File: src/rtl/ds_link_pkg.sv
// Shared DS-link definitions: control codes, character lengths, NULL hunt
// pattern and receiver state encoding (used by both link ends).
package ds_link_pkg;

   localparam logic [1:0] DS_FCT  = 2'b00;
   localparam logic [1:0] DS_EOP1 = 2'b01;
   localparam logic [1:0] DS_EOP2 = 2'b10;
   localparam logic [1:0] DS_ESC  = 2'b11;

   localparam logic [3:0] DS_DATA_LEN = 4'd8;
   localparam logic [3:0] DS_CTRL_LEN = 4'd2;

   // Tail of a NULL as received, oldest bit in the MSB: ESC data, P, FCT.
   localparam logic [6:0] DS_NULL_PAT = 7'b111_0100;

   typedef enum logic [1:0] {
      RX_HUNT,
      RX_PAR,
      RX_FLAG,
      RX_BITS
   } ds_rx_state_e;

endpackage

File: src/rtl/ds_link_rx_if.sv
// Receiver-to-packet-layer bundle: characters, tokens, link status and errors.
interface ds_link_rx_if;
   logic       rx_valid;
   logic       rx_ctrl;
   logic [7:0] rx_data;
   logic       rx_fct;
   logic       rx_null;
   logic       link_up;
   logic       err_parity;
   logic       err_esc;
   logic       err_disc;

   modport master (
      output rx_valid, rx_ctrl, rx_data, rx_fct, rx_null,
      output link_up, err_parity, err_esc, err_disc
   );

   modport slave (
      input rx_valid, rx_ctrl, rx_data, rx_fct, rx_null,
      input link_up, err_parity, err_esc, err_disc
   );
endinterface

File: src/rtl/ds_link_sync.sv
// Synchronizes the D/S lines and flags each D^S transition as a bit event,
// registered so the bit value and event are aligned for the framer.
module ds_link_sync #(
   parameter int unsigned SYNC_STAGES = 2
) (
   input  logic clk,
   input  logic rst_n,
   input  logic d_i,
   input  logic s_i,
   output logic bit_evt_o,
   output logic bit_val_o
);

   logic [SYNC_STAGES-1:0] d_sync_q;
   logic [SYNC_STAGES-1:0] s_sync_q;
   logic                   ds_prev_q;
   logic                   bit_evt_q;
   logic                   bit_val_q;
   logic                   d_s;
   logic                   ds;

   assign d_s = d_sync_q[SYNC_STAGES-1];
   assign ds  = d_s ^ s_sync_q[SYNC_STAGES-1];

   always_ff @(posedge clk or negedge rst_n) begin
      if (!rst_n) begin
         d_sync_q  <= '0;
         s_sync_q  <= '0;
         ds_prev_q <= 1'b0;
         bit_evt_q <= 1'b0;
         bit_val_q <= 1'b0;
      end else begin
         d_sync_q  <= {d_sync_q[SYNC_STAGES-2:0], d_i};
         s_sync_q  <= {s_sync_q[SYNC_STAGES-2:0], s_i};
         ds_prev_q <= ds;
         bit_evt_q <= ds ^ ds_prev_q;
         bit_val_q <= d_s;
      end
   end

   assign bit_evt_o = bit_evt_q;
   assign bit_val_o = bit_val_q;

endmodule

File: src/rtl/ds_link_rx.sv
// IEEE 1355 DS link receiver: NULL hunt, character framing, control decode,
// disconnect detection. Parity checking is built when DS_LINK_RX_PARITY_EN is defined.
module ds_link_rx
   import ds_link_pkg::*;
#(
   parameter int unsigned SYNC_STAGES  = 2,
   parameter int unsigned DISC_TIMEOUT = 64
) (
   input  logic         clk,
   input  logic         rst_n,
   input  logic         d_in,
   input  logic         s_in,
   ds_link_rx_if.master rx
);

   localparam int unsigned DW = $clog2(DISC_TIMEOUT + 1);
   localparam logic [DW-1:0] DISC_LIM = DW'(DISC_TIMEOUT);

   logic bit_evt;
   logic bit_val;

   ds_link_sync #(.SYNC_STAGES(SYNC_STAGES)) u_sync (
      .clk       (clk),
      .rst_n     (rst_n),
      .d_i       (d_in),
      .s_i       (s_in),
      .bit_evt_o (bit_evt),
      .bit_val_o (bit_val)
   );

   ds_rx_state_e  state_q;
   logic [6:0]    win_q, win_d;
   logic [7:0]    sh_q, sh_d;
   logic [1:0]    code_d;
   logic [3:0]    cnt_q;
   logic          ctl_q;
   logic          esc_q;
   logic [DW-1:0] disc_q, disc_d;
   logic          valid_q, ctrl_q, fct_q, null_q, link_q, eesc_q, edisc_q;
   logic [7:0]    data_q;
   logic          perr, eerr, derr;
`ifdef DS_LINK_RX_PARITY_EN
   logic          p_q, acc_q, prev_par_q, epar_q;
`endif

   // Data arrives LSB first, so shifting into the MSB leaves the byte in order;
   // a 2-bit control code lands in [7:6] with the first bit in [6].
   always_comb begin
      win_d  = {win_q[5:0], bit_val};
      sh_d   = {bit_val, sh_q[7:1]};
      code_d = {sh_d[6], sh_d[7]};
      disc_d = disc_q + DW'(1);
      perr   = 1'b0;
      eerr   = 1'b0;
      derr   = !bit_evt && link_q && (disc_d == DISC_LIM);
      if (bit_evt && state_q == RX_BITS && cnt_q == 4'd1 && esc_q)
         eerr = ctl_q ? (code_d != DS_FCT) : 1'b1;
`ifdef DS_LINK_RX_PARITY_EN
      if (bit_evt && state_q == RX_FLAG)
         perr = !(prev_par_q ^ p_q ^ bit_val);
`endif
   end

   always_ff @(posedge clk or negedge rst_n) begin
      if (!rst_n) begin
         state_q <= RX_HUNT;
         win_q   <= '0;
         sh_q    <= '0;
         cnt_q   <= '0;
         ctl_q   <= 1'b0;
         esc_q   <= 1'b0;
         disc_q  <= '0;
         valid_q <= 1'b0;
         ctrl_q  <= 1'b0;
         data_q  <= '0;
         fct_q   <= 1'b0;
         null_q  <= 1'b0;
         link_q  <= 1'b0;
         eesc_q  <= 1'b0;
         edisc_q <= 1'b0;
`ifdef DS_LINK_RX_PARITY_EN
         p_q        <= 1'b0;
         acc_q      <= 1'b0;
         prev_par_q <= 1'b0;
         epar_q     <= 1'b0;
`endif
      end else begin
         valid_q <= 1'b0;
         fct_q   <= 1'b0;
         null_q  <= 1'b0;
         eesc_q  <= eerr;
         edisc_q <= derr;
`ifdef DS_LINK_RX_PARITY_EN
         epar_q  <= perr;
`endif
         if (bit_evt || !link_q) disc_q <= '0;
         else                    disc_q <= disc_d;

         if (bit_evt) begin
            case (state_q)
               RX_HUNT: begin
                  win_q <= win_d;
                  if (win_d == DS_NULL_PAT) begin
                     state_q <= RX_PAR;
                     null_q  <= 1'b1;
                     link_q  <= 1'b1;
                     esc_q   <= 1'b0;
`ifdef DS_LINK_RX_PARITY_EN
                     prev_par_q <= 1'b0;
`endif
                  end
               end
               RX_PAR: begin
`ifdef DS_LINK_RX_PARITY_EN
                  p_q <= bit_val;
`endif
                  state_q <= RX_FLAG;
               end
               RX_FLAG: begin
                  ctl_q   <= bit_val;
                  cnt_q   <= bit_val ? DS_CTRL_LEN : DS_DATA_LEN;
                  state_q <= RX_BITS;
`ifdef DS_LINK_RX_PARITY_EN
                  acc_q <= 1'b0;
`endif
               end
               RX_BITS: begin
                  sh_q  <= sh_d;
                  cnt_q <= cnt_q - 4'd1;
`ifdef DS_LINK_RX_PARITY_EN
                  acc_q <= acc_q ^ bit_val;
`endif
                  if (cnt_q == 4'd1) begin
                     state_q <= RX_PAR;
`ifdef DS_LINK_RX_PARITY_EN
                     prev_par_q <= acc_q ^ bit_val;
`endif
                     if (!ctl_q) begin
                        if (!esc_q) begin
                           valid_q <= 1'b1;
                           ctrl_q  <= 1'b0;
                           data_q  <= sh_d;
                        end
                     end else begin
                        case (code_d)
                           DS_FCT: begin
                              if (esc_q) null_q <= 1'b1;
                              else       fct_q  <= 1'b1;
                              esc_q <= 1'b0;
                           end
                           DS_ESC: esc_q <= 1'b1;
                           DS_EOP1, DS_EOP2: begin
                              if (!esc_q) begin
                                 valid_q <= 1'b1;
                                 ctrl_q  <= 1'b1;
                                 data_q  <= {6'b0, code_d};
                              end
                           end
                           default: ;
                        endcase
                     end
                  end
               end
               default: state_q <= RX_HUNT;
            endcase
         end

         // Any error overrides the state update above and restarts the hunt.
         if (perr || eerr || derr) begin
            state_q <= RX_HUNT;
            link_q  <= 1'b0;
            esc_q   <= 1'b0;
            win_q   <= '0;
         end
      end
   end

   assign rx.rx_valid = valid_q;
   assign rx.rx_ctrl  = ctrl_q;
   assign rx.rx_data  = data_q;
   assign rx.rx_fct   = fct_q;
   assign rx.rx_null  = null_q;
   assign rx.link_up  = link_q;
   assign rx.err_esc  = eesc_q;
   assign rx.err_disc = edisc_q;
`ifdef DS_LINK_RX_PARITY_EN
   assign rx.err_parity = epar_q;
`else
   assign rx.err_parity = 1'b0;
`endif

endmodule
File: src/flat_wrapper.sv
// flat-port wrapper written by rule: the top's interface ports become plain ports
module ds_link_rx_flat import ds_link_pkg::*;
#(
   parameter int unsigned SYNC_STAGES  = 2,
   parameter int unsigned DISC_TIMEOUT = 64
)
  (clk, rst_n, d_in, s_in, rx_rx_valid, rx_rx_ctrl, rx_rx_data, rx_rx_fct, rx_rx_null, rx_link_up, rx_err_parity, rx_err_esc, rx_err_disc);
  ds_link_rx_if rx_i ();
  input  logic clk;
  input  logic rst_n;
  input  logic d_in;
  input  logic s_in;
  output wire logic [$bits(rx_i.rx_valid)-1:0] rx_rx_valid;
  output wire logic [$bits(rx_i.rx_ctrl)-1:0] rx_rx_ctrl;
  output wire logic [$bits(rx_i.rx_data)-1:0] rx_rx_data;
  output wire logic [$bits(rx_i.rx_fct)-1:0] rx_rx_fct;
  output wire logic [$bits(rx_i.rx_null)-1:0] rx_rx_null;
  output wire logic [$bits(rx_i.link_up)-1:0] rx_link_up;
  output wire logic [$bits(rx_i.err_parity)-1:0] rx_err_parity;
  output wire logic [$bits(rx_i.err_esc)-1:0] rx_err_esc;
  output wire logic [$bits(rx_i.err_disc)-1:0] rx_err_disc;
  assign rx_rx_valid = rx_i.rx_valid;
  assign rx_rx_ctrl = rx_i.rx_ctrl;
  assign rx_rx_data = rx_i.rx_data;
  assign rx_rx_fct = rx_i.rx_fct;
  assign rx_rx_null = rx_i.rx_null;
  assign rx_link_up = rx_i.link_up;
  assign rx_err_parity = rx_i.err_parity;
  assign rx_err_esc = rx_i.err_esc;
  assign rx_err_disc = rx_i.err_disc;
  ds_link_rx #(.SYNC_STAGES(SYNC_STAGES), .DISC_TIMEOUT(DISC_TIMEOUT)) u_core (.clk(clk), .rst_n(rst_n), .d_in(d_in), .s_in(s_in), .rx(rx_i));
endmodule
File: config.mk
export PLATFORM = sky130hd
export DESIGN_NAME = ds_link_rx_flat
export DESIGN_NICKNAME = d
export VERILOG_FILES = /design/src/rtl/ds_link_pkg.sv /design/src/rtl/ds_link_rx_if.sv /design/src/rtl/ds_link_sync.sv /design/src/rtl/ds_link_rx.sv /design/src/flat_wrapper.sv
export SDC_FILE = /design/constraint.sdc
export NUM_CORES = 1
export LEC_CHECK = 0
export BUFFER_PORTS_ARGS = -buffer_cell sky130_fd_sc_hd__buf_2
export CAP_MARGIN = 5
export CORE_MARGIN = 2
export CORE_UTILIZATION = 55
export CTS_CLUSTER_SIZE = 12
export DETAILED_ROUTE_END_ITERATION = 12
export PLACE_DENSITY_LB_ADDON = 0.08
export SYNTH_ARGS = -nofsm -noshare
export SYNTH_HDL_FRONTEND = slang
export SYNTH_SLANG_ARGS = --single-unit
export TNS_END_PERCENT = 5
File: constraint.sdc
create_clock -name clk -period 3.3 [get_ports clk]
set_input_delay 0.66 -clock clk [delete_from_list [all_inputs] [get_ports clk]]
set_output_delay 0.66 -clock clk [all_outputs]
set_load 0.05 [all_outputs]
After elaboration in Yosys (flattened, before gate mapping) --
Cells that the tools add are included.
Word-level totals: bits in registers 51, word-level logic and storage cells 115
Cells by class: add/subtract/negate cells 2, equality and inequality tests 14, muxes and demuxes 50, bitwise operators 3, reduce and logical (&&, ||, !) cells 26
Operators by type and width (count):
- $mux W1 | 32
- $mux W8 | 4
- $mux W6 | 3
- $eq A7 B7 Y1 const B | 2
- $reduce_bool A2 Y1 | 5
- $eq A2 B2 Y1 const B | 4
- $mux W2 | 4
- $pmux W2 S4 | 1
- $pmux W4 S2 | 1
- $reduce_and A2 Y1 | 4
- $add A7 B1 Y7 const B | 1
- $mux W7 | 1
- $pmux W1 S2 | 3
- $reduce_and A3 Y1 | 2
- $reduce_and A6 Y1 | 1
- $logic_and A1 B1 Y1 | 5
- $reduce_and A5 Y1 | 1
- $eq A2 B1 Y1 const B | 2
- $eq A4 B1 Y1 const B | 1
- $logic_not A2 Y1 | 2
- $mux W4 | 1
- $ne A4 B4 Y1 const B | 1
- $sub A4 B1 Y4 const B | 1
- $ne A3 B1 Y1 const B | 1
- other kinds (9) | 12

Longest topological paths before layout --
depth in word-level cells 8, depth in mapped cells 8

Hierarchy --
Synthesis repeated with hierarchy kept, for this count alone.
Second synthesis, totals: cell total of the unflattened synthesis 200, area, all modules 2208.4 sq um
Modules (own cells, without submodules):
- ds_link_rx | times used 1, cells each 191, area an instance 2000.7 sq um, sequential area each 1076.0 sq um
- ds_link_sync | times used 1, cells each 9, area an instance 207.7 sq um, sequential area each 175.2 sq um

Worst setup path after synthesis --
Ideal clock, no wire load.
path kind register -> register, from register u_core.disc_q[0], to register u_core.state_q[0], data arrival time 1.752 ns, slack 1.401 ns, stages on the path, launching flop included 7, period minus slack after synthesis 1.899 ns, path through dfrtp_1 -> ha_1 -> nand3_2 -> or3_1 -> a21o_1 -> nor4b_4 -> a2111oi_1
Between the ends: longest elaborated chain between the ends 6, elaborated cells on any way between the ends 9, classes of those cells add/sub (1); eq/ne (3); mux (1); reduce/logical (4)
Ends and longest elaborated chain:
- start: declaration | line ds_link_rx.sv:38 | logic [DW-1:0] disc_q, disc_d;
- start signal: assignment | line ds_link_rx.sv:97 | else disc_q <= disc_d;
- $add A7 B1 Y7 * | line ds_link_rx.sv:52 | disc_d = disc_q + DW'(1);
- $eq A7 B7 Y1 * | line ds_link_rx.sv:55 | derr = !bit_evt && link_q && (disc_d == DISC_LIM);
- $logic_and A1 B1 Y1 * | line ds_link_rx.sv:55
- $logic_or A1 B1 Y1 * | line ds_link_rx.sv:169 | if (perr || eerr || derr) begin
- $ne A3 B3 Y1 (no line) (tied with other cells)
- $reduce_and A3 Y1 (no line)
- end signal: assignment | line ds_link_rx.sv:66 | state_q <= RX_HUNT;
- end signal: assignment | line ds_link_rx.sv:164 | default: state_q <= RX_HUNT;
- end signal: assignment | line ds_link_rx.sv:170 | state_q <= RX_HUNT;
- end: declaration | line ds_link_rx.sv:31 | ds_rx_state_e state_q;
Every way passes the cells marked *; elsewhere a longest branch is shown, timed or not. A chain may end at the register's enable or synchronous reset.

Worst setup path in the final report --
from register u_core.cnt_q[1], to register u_core.data_q[7] (netlist: u_core.rx.rx_data[7])
Between the ends: longest elaborated chain between the ends 2
Ends and longest elaborated chain:
- start: declaration | line ds_link_rx.sv:35 | logic [3:0] cnt_q;
- start signal: assignment | line ds_link_rx.sv:121 | cnt_q <= bit_val ? DS_CTRL_LEN : DS_DATA_LEN;
- start signal: assignment | line ds_link_rx.sv:129 | cnt_q <= cnt_q - 4'd1;
- $eq A4 B1 Y1 | line ds_link_rx.sv:133 | if (cnt_q == 4'd1) begin
- $reduce_and A5 Y1 (no line)
- end signal: assignment | line ds_link_rx.sv:156 | data_q <= {6'b0, code_d};
- end: declaration | line ds_link_rx.sv:40 | logic [7:0] data_q;
Every way passes these cells.

==> impl_metrics.csv <==
group,metric,value,unit
setup_path,reg2regPathDepth,6,
yosys,synthesis.area,0.002196,sq mm
sta,report.final.setup_viol,0,
grt,grt_max_degree,51,
drt,detail-route-antenna-nets,0,
grt,antenna_violations_before_repair,0,
grt,grt.overflow.total,0,
sta,achievable-frequency,451.1,MHz
placement,routabilityCongestion,0.7499,
clock_network,clock_tree.htree_level_count,2,
drt,route.detailed.drc,0,
floorplan,die_y,67.19,um
drt,post_drt_wl_per_cell,15.08,um
clock_network,tritoncts_clock_tree,"built",
yosys,ys_top_cells_by_area,"sky130_fd_sc_hd__dfrtp_1 (57%), sky130_fd_sc_hd__ha_1 (5.7%), sky130_fd_sc_hd__mux2i_1 (5.5%)",
grt,first_global_vias,1478,
floorplan,core_area,0.003744,sq mm
sta,finalHoldViolations,0,
run_status,status,"finished clean",
sta,postLayoutSetupSlackWorst,1.083,ns
drt,via_count,1460,
sta,hold_ws,0.3582,ns
setup_path,critical_path_peak_fanout,7,
sta,worst_slew_pin_slew,1.070,ns
setup_path,timing.critical_path.from_type,"register",
yosys,synth.ff_latch_count,50,
floorplan,io_pins,20,
setup_path,setup.worst_path.class,"reg2reg",
power,leakagePower,1.215,nW
layout,post_layout_nonfiller_instances,257,
layout,nets,223,
grt,gr-usage-all-layers,20.20,%
sta,timing.final.max_slew_violations,0,
grt,grt_first_pass_wirelength,6.762,mm
setup_path,regToRegSetupSlack,1.08,ns
yosys,synth_warnings,0,
hold_path,worstHoldStart,"u_core.u_sync.d_sync_q[0]",
yosys,avgSynthCellArea,11.56,sq um
hold_path,worst_hold_path_type,"reg2reg",
sta,unrepaired_setup_endpoints_after_global_routing,"no",
setup_path,critPathCaptureType,"register",
run,max-cap-violations,0,
placement,port_buffers,18,
layout,areaGrowthSynthToFinish,9.174,%
clock_network,clkSlewWorstSetupHoldPaths,0.08,ns
yosys,synth_largest_type_area_fraction,56.98,%
placement,hpwlAfterDp,2.748,mm
layout,finish.instance_area,0.002397,sq mm
hold_path,whs_endpoint,"u_core.u_sync.d_sync_q[1]",
clock_network,clockBufferDepth,2,
yosys,synth_top_cell_by_area,"sky130_fd_sc_hd__dfrtp_1",
placement,dpl-instance-area,0.002318,sq mm
clock_network,cts_root_buf,"sky130_fd_sc_hd__clkbuf_8",
yosys,synth_nets,204,
drt,totalWireLength,3.875,mm
sta,fin_worst_skew,0.005572,ns
clock_network,numCtsBuffers,5,
drt,vias_per_cell,5.681,
hold_path,min_path_cells,0,
yosys,netlist_instances,190,
power,powerDensity,765.6,mW/mm^2
placement,place_inst,250,
floorplan,std_cell_rows,22,
yosys,synth_cell_type_count,37,
sta,finalSetupTns,0,ns
clock_network,cts-resized-gates,0,
placement,post-place-ws,1.129,ns
setup_path,critical_path_arrival,2.46,ns
sta,fin_crit,2.217,ns
floorplan,initial_core_util,58.66,%
sta,timing.max_slew.rel_slack,28.66,%
clock_network,cts_setup_buffers,0,
yosys,synth_seq_area_share,56.98,%
power,irDropWorstVdd,0.0005273,V
setup_path,critPathRequiredTime,3.54,ns
sta,timing.final.crit_share,67.18,%
floorplan,dieWidth,67.19,um
drt,drtPass1Iterations,4,
layout,post_route_cells_drive_above_1_share,15.79,%
setup_path,regToRegEndpoint,"u_core.rx.rx_data[7]",
layout,antenna_cells_inserted,0,
setup_path,r2r_start,"u_core.cnt_q[1]",
clock_network,hold_buffers,0,
clock_network,clock_sinks,50,
clock_network,clk_latency,0.30,ns
floorplan,design.die.area,0.004514,sq mm
drt,drt_first_iter_violations,74,
-- registers in the layout, indices dropped and copies added (netlist names), 2 cells and up --
register / cells
u_core.rx.rx_data: 8
u_core.disc_q: 7
u_core.sh_q: 7
u_core.win_q: 6
u_core.cnt_q: 4
u_core.state_q: 2
u_core.u_sync.d_sync_q: 2
u_core.u_sync.s_sync_q: 2
-- layout make-up --
cell class | instances | area [sq um]
Fill cell | 314 | 1346
Sequential cell | 50 | 1251
Multi-Input combinational cell | 123 | 875.8
Timing Repair Buffer | 18 | 90.09
Clock buffer | 5 | 68.82
Tap cell | 48 | 60.06
Inverter | 11 | 41.29
Clock inverter | 2 | 10.01
-- power breakdown --
part / internal (mW) / switching (mW)
Sequential: 0.767 / 0.145
Combinational: 0.242 / 0.349
Clock: 0.142 / 0.190
-- kinds of logic (layout without fill, tap and decap cells) --
| logic type | after synthesis | after routing | share of synthesized area [%] |
|---|---|---|---|
| AO/OA/AOI/OAI | 30 | 30 | 9.573 |
| adder cells (fa/ha/maj) | 10 | 10 | 5.698 |
| AND/OR/NAND/NOR | 59 | 59 | 14.02 |
| flip-flops | 50 | 50 | 56.98 |
| buffers and inverters | 17 | 36 | 3.134 |
| XOR/XNOR | 6 | 6 | 2.393 |
| other | 1 | 1 | 0.1708 |
| multiplexers | 17 | 17 | 8.034 |
-- placed cells by master, fill, tap and decap left out, drive strengths merged, types with 5 or more instances in the layout --
master   n
a22o     8
buf     18
clkbuf   5
dfrtp   50
ha      10
inv     10
mux2     5
mux2i   12
nand2   16
nand3    5
nor2    14
nor3    11
o21ai   10
xor2     5
-- synth_stat cells --
| cell | instances |
|---|---|
| sky130_fd_sc_hd__nand3_2 | 1 |
| sky130_fd_sc_hd__a21boi_1 | 1 |
| sky130_fd_sc_hd__a31oi_1 | 2 |
| sky130_fd_sc_hd__ha_1 | 10 |
| sky130_fd_sc_hd__nor4b_1 | 1 |
| sky130_fd_sc_hd__nor3b_1 | 2 |
| sky130_fd_sc_hd__mux2i_1 | 12 |
| sky130_fd_sc_hd__nor2b_1 | 3 |
| sky130_fd_sc_hd__nand2_1 | 16 |
| sky130_fd_sc_hd__nor4bb_1 | 1 |
| sky130_fd_sc_hd__a2111oi_1 | 2 |
| sky130_fd_sc_hd__buf_2 | 1 |
| sky130_fd_sc_hd__buf_4 | 1 |
| sky130_fd_sc_hd__nand4b_1 | 1 |
| sky130_fd_sc_hd__xnor2_1 | 1 |
| sky130_fd_sc_hd__clkinv_1 | 1 |
| sky130_fd_sc_hd__a22o_1 | 8 |
| sky130_fd_sc_hd__nor4b_4 | 1 |
| sky130_fd_sc_hd__mux2_2 | 5 |
| sky130_fd_sc_hd__o21a_1 | 1 |
| sky130_fd_sc_hd__or3_1 | 2 |
| sky130_fd_sc_hd__clkbuf_1 | 4 |
| sky130_fd_sc_hd__nand3_1 | 4 |
| sky130_fd_sc_hd__a32oi_1 | 1 |
| sky130_fd_sc_hd__a21oi_1 | 2 |
| sky130_fd_sc_hd__o21ba_2 | 1 |
| sky130_fd_sc_hd__o22ai_1 | 1 |
| sky130_fd_sc_hd__nand2b_1 | 1 |
| sky130_fd_sc_hd__and2_1 | 1 |
| sky130_fd_sc_hd__dfrtp_1 | 50 |
| sky130_fd_sc_hd__conb_1 | 1 |
| sky130_fd_sc_hd__inv_1 | 10 |
| sky130_fd_sc_hd__nor3_1 | 11 |
| sky130_fd_sc_hd__xor2_1 | 5 |
| sky130_fd_sc_hd__a21o_1 | 1 |
| sky130_fd_sc_hd__nor2_1 | 14 |
| sky130_fd_sc_hd__o21ai_0 | 10 |
-- per-stage QoR --
step	util (%)	power, mW
floorplan	-	1.355
global placement	61.93	1.475
detailed placement	61.93	1.511
CTS	64.04	1.848
global route	64.04	1.964
finish	64.04	1.835
-- worst max path at each step --
stage	start	endpoint	slack (ns)	cells after the start
floorplan	u_core.disc_q[0]	u_core.state_q[0]	1.40	6
global placement	u_core.cnt_q[1]	u_core.rx.rx_data[7]	1.18	6
detailed placement	u_core.cnt_q[1]	u_core.rx.rx_data[3]	1.13	6
CTS	u_core.cnt_q[1]	u_core.rx.rx_data[7]	1.13	6
global route	u_core.cnt_q[1]	u_core.rx.rx_data[7]	0.98	6
finish	u_core.cnt_q[1]	u_core.rx.rx_data[7]	1.08	6
-- worst max-delay path, stage by stage, from the launching register on --
cell and delay (ns):
sky130_fd_sc_hd__dfrtp_1 0.41, sky130_fd_sc_hd__inv_1 0.09, sky130_fd_sc_hd__ha_1 0.14, sky130_fd_sc_hd__nor3b_1 0.36, sky130_fd_sc_hd__nand3_1 0.21, sky130_fd_sc_hd__nor3_1 0.70
sky130_fd_sc_hd__a22o_1 0.24
-- per-layer routing --
layer / vias to the layer above / GRT usage (%) / routed length (um)
li1: 693 / - / -
met1: 737 / 26.76 / 1860
met2: 21 / 31.56 / 1826
met3: 9 / 4.500 / 105
met4: 0 / 9.949 / 82
met5: - / 0 / 0
No activity file was read; power rests on OpenSTA's default activity.
